[src/rtl/verificador_hash_if.sv]
// Handshake bundle between the nonce generator / hash core side and the hash checker.
interface verificador_hash_if;
  logic        inicio;
  logic [31:0] nonce;
  logic [31:0] hash_in;
  logic [31:0] objetivo;
  logic        alimentar;
  logic        terminado;
  logic        encontrado;
  logic        agotado;
  logic [31:0] nonce_ganador;
  logic [31:0] hash_ganador;
  logic [31:0] intentos;

  modport master (
    output inicio, nonce, hash_in, objetivo,
    input  alimentar, terminado, encontrado, agotado, nonce_ganador, hash_ganador, intentos
  );

  modport slave (
    input  inicio, nonce, hash_in, objetivo,
    output alimentar, terminado, encontrado, agotado, nonce_ganador, hash_ganador, intentos
  );
endinterface

[src/rtl/verificador_hash.sv]
// Realigns returned hashes with their nonces through a LATENCIA-deep delay line and
// checks each against the difficulty target, latching the first win or budget exhaustion.
module verificador_hash #(
  parameter int unsigned LATENCIA     = 4,
  parameter int unsigned MAX_INTENTOS = 1000
) (
  input logic               clk,
  input logic               reset,
  verificador_hash_if.slave bus
);

  typedef enum logic [1:0] {StIdle, StBuscando, StEncontrado, StAgotado} estado_e;

  localparam int unsigned Ultima = LATENCIA - 1;

  estado_e estado_q, estado_d;

  logic [31:0]         linea_nonce_q [LATENCIA];
  logic [31:0]         linea_nonce_d [LATENCIA];
  logic [LATENCIA-1:0] linea_valid_q, linea_valid_d;

  logic        terminado_q, terminado_d;
  logic        encontrado_q, encontrado_d;
  logic        agotado_q, agotado_d;
  logic [31:0] nonce_ganador_q, nonce_ganador_d;
  logic [31:0] hash_ganador_q, hash_ganador_d;
  logic [31:0] intentos_q, intentos_d;

  logic en_busqueda;
  logic hay_salida;
  logic gana;
  logic limite;
  logic vaciar;

  assign en_busqueda = (estado_q == StBuscando);
  assign hay_salida  = linea_valid_q[Ultima];
  assign gana        = (bus.hash_in < bus.objetivo);
  assign limite      = ((intentos_q + 32'd1) == MAX_INTENTOS);

  always_comb begin
    estado_d        = estado_q;
    terminado_d     = terminado_q;
    encontrado_d    = encontrado_q;
    agotado_d       = agotado_q;
    nonce_ganador_d = nonce_ganador_q;
    hash_ganador_d  = hash_ganador_q;
    intentos_d      = intentos_q;
    vaciar          = 1'b0;

    linea_nonce_d[0] = en_busqueda ? bus.nonce : 32'd0;
    linea_valid_d[0] = en_busqueda;
    for (int unsigned i = 1; i < LATENCIA; i++) begin
      linea_nonce_d[i] = linea_nonce_q[i-1];
      linea_valid_d[i] = linea_valid_q[i-1];
    end

    unique case (estado_q)
      StIdle: begin
        if (bus.inicio) begin
          estado_d        = StBuscando;
          terminado_d     = 1'b0;
          encontrado_d    = 1'b0;
          agotado_d       = 1'b0;
          nonce_ganador_d = 32'd0;
          hash_ganador_d  = 32'd0;
          intentos_d      = 32'd0;
          vaciar          = 1'b1;
        end
      end
      StBuscando: begin
        if (!bus.inicio) begin
          estado_d    = StIdle;
          terminado_d = 1'b0;
          vaciar      = 1'b1;
        end else if (hay_salida) begin
          intentos_d = intentos_q + 32'd1;
          // A win on the final attempt beats exhaustion.
          if (gana) begin
            estado_d        = StEncontrado;
            nonce_ganador_d = linea_nonce_q[Ultima];
            hash_ganador_d  = bus.hash_in;
            encontrado_d    = 1'b1;
            terminado_d     = 1'b1;
            vaciar          = 1'b1;
          end else if (limite) begin
            estado_d    = StAgotado;
            agotado_d   = 1'b1;
            terminado_d = 1'b1;
            vaciar      = 1'b1;
          end
        end
      end
      StEncontrado, StAgotado: begin
        if (!bus.inicio) begin
          estado_d    = StIdle;
          terminado_d = 1'b0;
        end
      end
      default: estado_d = StIdle;
    endcase

    if (vaciar) begin
      for (int unsigned i = 0; i < LATENCIA; i++) begin
        linea_nonce_d[i] = 32'd0;
      end
      linea_valid_d = '0;
    end
  end

  always_ff @(posedge clk) begin
    if (!reset) begin
      estado_q        <= StIdle;
      terminado_q     <= 1'b0;
      encontrado_q    <= 1'b0;
      agotado_q       <= 1'b0;
      nonce_ganador_q <= 32'd0;
      hash_ganador_q  <= 32'd0;
      intentos_q      <= 32'd0;
      linea_valid_q   <= '0;
      for (int unsigned i = 0; i < LATENCIA; i++) begin
        linea_nonce_q[i] <= 32'd0;
      end
    end else begin
      estado_q        <= estado_d;
      terminado_q     <= terminado_d;
      encontrado_q    <= encontrado_d;
      agotado_q       <= agotado_d;
      nonce_ganador_q <= nonce_ganador_d;
      hash_ganador_q  <= hash_ganador_d;
      intentos_q      <= intentos_d;
      linea_valid_q   <= linea_valid_d;
      for (int unsigned i = 0; i < LATENCIA; i++) begin
        linea_nonce_q[i] <= linea_nonce_d[i];
      end
    end
  end

  assign bus.alimentar     = en_busqueda;
  assign bus.terminado     = terminado_q;
  assign bus.encontrado    = encontrado_q;
  assign bus.agotado       = agotado_q;
  assign bus.nonce_ganador = nonce_ganador_q;
  assign bus.hash_ganador  = hash_ganador_q;
  assign bus.intentos      = intentos_q;

endmodule
[src/flat_wrapper.sv]
// flat-port wrapper written by rule: the top's interface ports become plain ports
module verificador_hash_flat 
#(
  parameter int unsigned LATENCIA     = 4,
  parameter int unsigned MAX_INTENTOS = 1000
)
  (clk, reset, bus_inicio, bus_nonce, bus_hash_in, bus_objetivo, bus_alimentar, bus_terminado, bus_encontrado, bus_agotado, bus_nonce_ganador, bus_hash_ganador, bus_intentos);
  verificador_hash_if bus_i ();
  input logic clk;
  input logic reset;
  input wire logic [$bits(bus_i.inicio)-1:0] bus_inicio;
  input wire logic [$bits(bus_i.nonce)-1:0] bus_nonce;
  input wire logic [$bits(bus_i.hash_in)-1:0] bus_hash_in;
  input wire logic [$bits(bus_i.objetivo)-1:0] bus_objetivo;
  output wire logic [$bits(bus_i.alimentar)-1:0] bus_alimentar;
  output wire logic [$bits(bus_i.terminado)-1:0] bus_terminado;
  output wire logic [$bits(bus_i.encontrado)-1:0] bus_encontrado;
  output wire logic [$bits(bus_i.agotado)-1:0] bus_agotado;
  output wire logic [$bits(bus_i.nonce_ganador)-1:0] bus_nonce_ganador;
  output wire logic [$bits(bus_i.hash_ganador)-1:0] bus_hash_ganador;
  output wire logic [$bits(bus_i.intentos)-1:0] bus_intentos;
  assign bus_i.inicio = bus_inicio;
  assign bus_i.nonce = bus_nonce;
  assign bus_i.hash_in = bus_hash_in;
  assign bus_i.objetivo = bus_objetivo;
  assign bus_alimentar = bus_i.alimentar;
  assign bus_terminado = bus_i.terminado;
  assign bus_encontrado = bus_i.encontrado;
  assign bus_agotado = bus_i.agotado;
  assign bus_nonce_ganador = bus_i.nonce_ganador;
  assign bus_hash_ganador = bus_i.hash_ganador;
  assign bus_intentos = bus_i.intentos;
  verificador_hash #(.LATENCIA(LATENCIA), .MAX_INTENTOS(MAX_INTENTOS)) u_core (.clk(clk), .reset(reset), .bus(bus_i));
endmodule
[config.mk]
export PLATFORM = sky130hd
export DESIGN_NAME = verificador_hash_flat
export DESIGN_NICKNAME = d
export VERILOG_FILES = /design/src/rtl/verificador_hash_if.sv /design/src/rtl/verificador_hash.sv /design/src/flat_wrapper.sv
export SDC_FILE = /design/constraint.sdc
export NUM_CORES = 1
export LEC_CHECK = 0
export ABC_AREA = 1
export BUFFER_PORTS_ARGS = -buffer_cell sky130_fd_sc_hd__buf_2
export CAP_MARGIN = 20
export CORE_AREA = 3 3 191 100
export CTS_CLUSTER_SIZE = 40
export DETAILED_ROUTE_END_ITERATION = 12
export DIE_AREA = 0 0 194 103
export GPL_ROUTABILITY_DRIVEN = 0
export PLACE_DENSITY = 0.88
export SLEW_MARGIN = 20
export SYNTH_ARGS = -nofsm -noshare
export SYNTH_HDL_FRONTEND = slang
export SYNTH_SLANG_ARGS = --single-unit
[constraint.sdc]
create_clock -name clk -period 2.8 [get_ports clk]
set_input_delay 0.14 -clock clk [delete_from_list [all_inputs] [get_ports clk]]
set_output_delay 0.14 -clock clk [all_outputs]
set_load 0.03 [all_outputs]
==> results of run 1 <==
per-stage QoR:
stage | TNS [ns] | cells | total power, W
2_1_floorplan | 0 | 1273 | 0.00387
3_3_place_gp | 0 | 1657 | 0.00407
3_5_place_dp | 0 | 1657 | 0.00409
4_1_cts | 0 | 1760 | 0.00689
5_1_grt | -4.09 | 1763 | 0.00714
6_report | 0 | 1764 | 0.00688
flip-flops by register name (all words and copies together), names as in the netlist:
| name | cells |
|---|---|
| u_core.estado_q | 2 |
| u_core.linea_valid_q | 4 |
| u_core.bus.encontrado | 1 |
| u_core.bus.agotado | 1 |
| u_core.bus.intentos | 32 |
| u_core.linea_nonce_q | 128 |
| u_core.bus.nonce_ganador | 32 |
| u_core.bus.hash_ganador | 32 |
cells in the final DEF, fill, tap and decap left out, drive strengths merged:
cell type,n
nor4,1
o21ai,11
clkinv,4
and2,2
ha,33
nand3,23
xor2,4
nand3b,14
clkbuf,31
o21a,2
clkinvlp,1
diode,1
a31oi,1
buf,210
nand4,70
o21bai,3
a21oi,115
dlygate4sd3,66
nor3,1
bufinv,1
inv,202
o211ai,1
nor2,216
dfxtp,232
nand2,283
xnor2,2
worst max-delay path, stage by stage (launching register included):
cell and delay, ns:
dfxtp_1 0.45, nand2_1 0.13, nor2_1 0.22, nand2_1 0.15, o21ai_0 0.29, nand3_1 0.14
nor2_1 0.16, nand2_1 0.08, nor2_1 0.12, nand3_2 0.11, nand2_2 0.08, nand3_2 0.10
nand2_4 0.20, clkbuf_16 0.26, nor2_1 0.06
cell type report:
cell class	instances	area (sq um)	share of cell area, %
multi-input combinational	782	3930	32.4
clock buffer	30	579	4.77
tap	234	293	2.41
clock inverter	7	66.3	0.547
timing repair buffer	277	1860	15.3
antenna	1	2.50	0.0206
sequential	232	4650	38.3
inverter	201	754	6.22
cell families (layout without fill, tap and decap cells):
group / Yosys count / count (layout) / share of synthesized area, %
adder cells (fa/ha/maj): 33 / 33 / 4.32
AO/OA/AOI/OAI: 133 / 133 / 7.14
AND/OR/NAND/NOR: 610 / 610 / 28.7
XOR/XNOR: 6 / 6 / 0.550
flip-flops: 232 / 232 / 48.6
other: 0 / 1 / 0
buffers and inverters: 259 / 515 / 10.6
report_power, final:
group / internal [W] / switching (W) / leakage, nW
clock network: 0.00154 / 0.00120 / 0.316
logic: 0.000273 / 0.000488 / 3.08
registers: 0.00335 / 0.0000228 / 1.88
worst max-delay path by stage:
stage / startpoint / endpoint
2_1_floorplan: u_core.bus.intentos[1] / u_core.linea_nonce_q[0][119]
3_3_place_gp: u_core.bus.intentos[8] / u_core.linea_nonce_q[0][58]
3_5_place_dp: u_core.bus.intentos[1] / u_core.linea_nonce_q[0][52]
4_1_cts: u_core.bus.intentos[7] / u_core.linea_nonce_q[0][52]
5_1_grt: u_core.bus.intentos[12] / u_core.linea_nonce_q[0][32]
6_report: u_core.bus.intentos[12] / u_core.linea_valid_q[3]
synthesized netlist by cell type, drive strengths merged:
cell type	n	area [sq um]
a21oi	115	576
a31oi	1	6.26
and2	2	12.5
buf	20	116
clkbuf	38	143
clkinv	1	3.75
dfxtp	232	4640
ha	33	413
inv	200	751
nand2	283	1100
nand3	23	125
nand3b	14	105
nand4	70	438
nor2	216	955
nor3	1	5.00
nor4	1	6.26
o211ai	1	7.51
o21a	2	15.0
o21ai	11	55.1
o21bai	3	22.5
xnor2	2	17.5
xor2	4	35.0
per-layer routing:
layer  wire length (um)  global-route usage (%)  up-vias
met5                  0                       0        -
met4               1160                    12.3        0
met3               1670                    4.37      122
met2              12800                    44.6      448
met1              10400                    28.8     4134
li1                   -                       -     4439
timing repair:
item	CTS	global route
endpoints found under the setup margin	0	132
hold endpoints to repair	66	0
hold buffers	66	0
setup buffers	0	2
gates resized for setup	0	15
==> run summary, run 1 <==
Worst EP arrival -> 3.05 ns
hold_sp -> bus_nonce[20]
Root Driver -> clkbuf_16
die extent in x -> 194 um
crit share post-route -> 95.5%
worst vdd ir -> 0.000392 V
# DRC -> 0
Clock transition at path regs -> 0.06 ns
run status -> finished clean
Synth Register Bits -> 232
crit path kind -> reg2reg
drt via density -> 5.18
post-route minimum period -> 2.67 ns
Final Util -> 69.9%
Hold Crit Class -> in2reg
gr usage total -> 24.6%
RSZ-0062 raised after global routing -> true
share of cells above drive strength 1 -> 19.0%
Syn-to-layout area delta -> 27.1%
first-pass GRT wire length -> 41.6 mm
CTS H-tree lvls -> 1
syn nets -> 1,405
post-DP HPWL -> 16.5 mm
Setup Skew -> 0.0206 ns
CTS buffer count -> 21
die area -> 20,000 sq um
CORE AREA -> 17,400 sq um
sequential element share of the synthesized area -> 48.6%
Worst R2R Path Depth -> 14
nets -> 1,647
Startpoint Class -> flip-flop
# rows -> 34
pre-CTS setup slack -> 0.0880 ns
initial antenna violation count -> 0
vias post-DR -> 9,143
Worst R2R Setup Slack -> 0.13 ns
CTS sink cnt -> 232
Port Buffers -> 198
largest net degree at the start of global routing -> 96
Final Cell Area -> 12,100 sq um
mapped cell area -> 9550 sq um
crit end category -> flip-flop
TritonCTS clock tree -> built
relative slew slack -> 30.6%
Post-Route WL -> 26.0 mm
Hold EP -> u_core.linea_nonce_q[0][20]
DP Area -> 10,700 sq um
post-route ant nets -> 0
CTS Buffer Depth -> 3
Hold WS -> 0.381 ns
gr ovfl total -> 0
Syn. warnings -> 0
Slew @ Worst Pin -> 1.04 ns
R2R Path Start -> u_core.bus.intentos[12]
max_cap viols -> 0
reg2reg end -> u_core.linea_valid_q[3]
IO Pins -> 199
Fin. Hold Viols -> 0
Initial DRC Count -> 856
Worst Path Max Fanout -> 24
P_leak -> 5.27 nW
vias in the first global route -> 8,874
Setup Viol. Count Final -> 0
Synth Instances -> 1,273
setup ws final -> 0.127 ns
cell depth of the worst min-delay path -> 4
max-slew violations -> 0
drt first pass iters -> 5
FILL cells -> 1,365
f_max -> 374 MHz
Mapped Avg Cell Area -> 7.50 sq um
Wirelength per Cell -> 14.7 um
Worst-Skew Late Latency -> 0.50 ns
CP Data Required Time -> 3.18 ns
Synth cell types -> 33
initial core utilization -> 55.0%
PwrDens -> 567 nW/um^2
DIE HEIGHT -> 103 um
Note: power is estimated with default switching activity, not from simulation.
==> inputs of run 2 (changes only) <==
Settings changed: PLACE_DENSITY 0.88 to 0.79.
==> run summary, run 2 (same netlist as run 1, synthesis figures left out) <==
hold_sp -> bus_nonce[20]
Critical-path top delay cell -> dfxtp_1
busiest layer in global routing -> met2
initial antenna violation count -> 0
Initial DRC Count -> 707
met1 Resource Use GR -> 29.7%
TritonCTS clock tree -> built
run status -> finished clean
setup ws final -> 0.173 ns
Final Util -> 71.0%
gr usage total -> 24.0%
Root Driver -> clkbuf_16
most frequent cells in the layout -> nand2_1, dfxtp_1, inv_1, buf_2, nor2_1
Worst Path Max Fanout -> 37
DIE HEIGHT -> 103 um
Setup Skew -> 0.0183 ns
vias in the first global route -> 8,447
crit end category -> flip-flop
nets -> 1,654
Slew @ Worst Pin -> 0.754 ns
CTS buffer count -> 21
CP Cell Sequence -> nand2_1 > nor2_2 > nand2_1 > nor2_4 > nand2_1 > nand2_1 > nand2_1 > nor2_2 > nand2_1 > nor2_2 > nand3_2 > nand2_2 > nand3_4 > nand2_8 > buf_12 > nor2_1
Startpoint Class -> flip-flop
Worst EP arrival -> 3.01 ns
post-route ant nets -> 0
share of cells above drive strength 1 -> 19.9%
initial core utilization -> 55.0%
n_diodes -> 0
commonest non-fill, non-tap cell in the layout -> nand2_1
Post-Route WL -> 25.3 mm
crit share post-route -> 93.8%
most used cell, CP -> nand2_1
CORE AREA -> 17,400 sq um
Wirelength per Cell -> 14.3 um
max reg flops -> 128
max_cap viols -> 0
CTS H-tree lvls -> 1
# rows -> 34
PwrDens -> 587 nW/um^2
Worst setup startpoint -> u_core.bus.intentos[12]
max-slew violations -> 0
vias post-DR -> 8,990
Fin. Hold Viols -> 0
Clock transition at path regs -> 0.07 ns
CP Data Required Time -> 3.18 ns
global routing usage on met3 -> 4.41%
# DRC -> 0
drt first pass iters -> 5
Setup Viol. Count Final -> 0
R2R Path Start -> u_core.bus.intentos[12]
max incr delay on CP -> 0.46 ns
f_max -> 381 MHz
DP Area -> 10,800 sq um
post-route minimum period -> 2.63 ns
Final Cell Area -> 12,300 sq um
die area -> 20,000 sq um
post-DP HPWL -> 16.4 mm
relative slew slack -> 49.7%
met2 usage -> 41.9%
gr ovfl total -> 0
drt via density -> 5.08
largest net degree at the start of global routing -> 66
Worst-Skew Late Latency -> 0.50 ns
total power -> 0.00723 W
IO Pins -> 199
CTS Buffer Depth -> 3
pre-CTS setup slack -> 0.0616 ns
P_leak -> 5.35 nW
Port Buffers -> 198
crit path kind -> reg2reg
FILL cells -> 1,338
Syn-to-layout area delta -> 29.1%
worst vdd ir -> 0.000482 V
CTS sink cnt -> 232
first-pass GRT wire length -> 40.3 mm
die extent in x -> 194 um
Hold Crit Class -> in2reg
Top reg by flops -> u_core.linea_nonce_q
==> run 2: worst paths after layout <==
path                            depth (start not counted)                     endpoint  slack (ns)
worst max-delay path                                   16  u_core.linea_nonce_q[0][76]        0.17
worst min-delay path                                    4  u_core.linea_nonce_q[0][20]        0.39
worst max register to register                         16  u_core.linea_nonce_q[0][76]        0.17
worst min register to register                          2  u_core.linea_nonce_q[0][32]        0.40
==> run 2: layout make-up <==
cell class | instances | area, sq um | area share, %
Multi-Input combinational cell | 783 | 3970 | 32.2
Timing Repair Buffer | 283 | 1890 | 15.4
Sequential cell | 232 | 4660 | 37.8
Clock inverter | 6 | 124 | 1.01
Clock buffer | 32 | 637 | 5.17
Inverter | 201 | 757 | 6.14
Tap cell | 234 | 293 | 2.38
==> run 2: metal layers <==
metal / share of wire, % / wire [um]
met5: 0 / 0
met4: 4.2 / 1070
met3: 5.8 / 1470
met2: 49 / 12400
met1: 41 / 10400
==> run 2: repair_timing <==
| action | in CTS | in global routing |
|---|---|---|
| hold buffers | 67 | 0 |
| resized for setup | 0 | 24 |
| setup endpoints to repair | 0 | 188 |
| hold endpoints to repair | 66 | 0 |
| buffers inserted | 0 | 3 |
==> run 2: stage by stage <==
stage                     hold slack (ns)  setup TNS, ns  instances
after floorplan                     0.252              0       1273
after global routing                0.404         -0.213       1771
final                               0.389              0       1771
after detailed placement            0.358              0       1660
after CTS                           0.379              0       1765
after global placement              0.361              0       1660
==> run 2: where the power goes <==
part           leakage (nW)  total (W)  switching, W  internal, W
Clock                 0.372    0.00309       0.00123      0.00186
Combinational          3.11   0.000763      0.000484     0.000279
Sequential             1.88    0.00337     0.0000222      0.00335
Total                  5.35    0.00723       0.00174      0.00549
==> run 2: critical path, delay by kind of cell (launching register included) <==
family	cells	cell delay [ns]
and+or+nand+nor	15	1.83
DFF	1	0.46
buffers and inverters	1	0.20
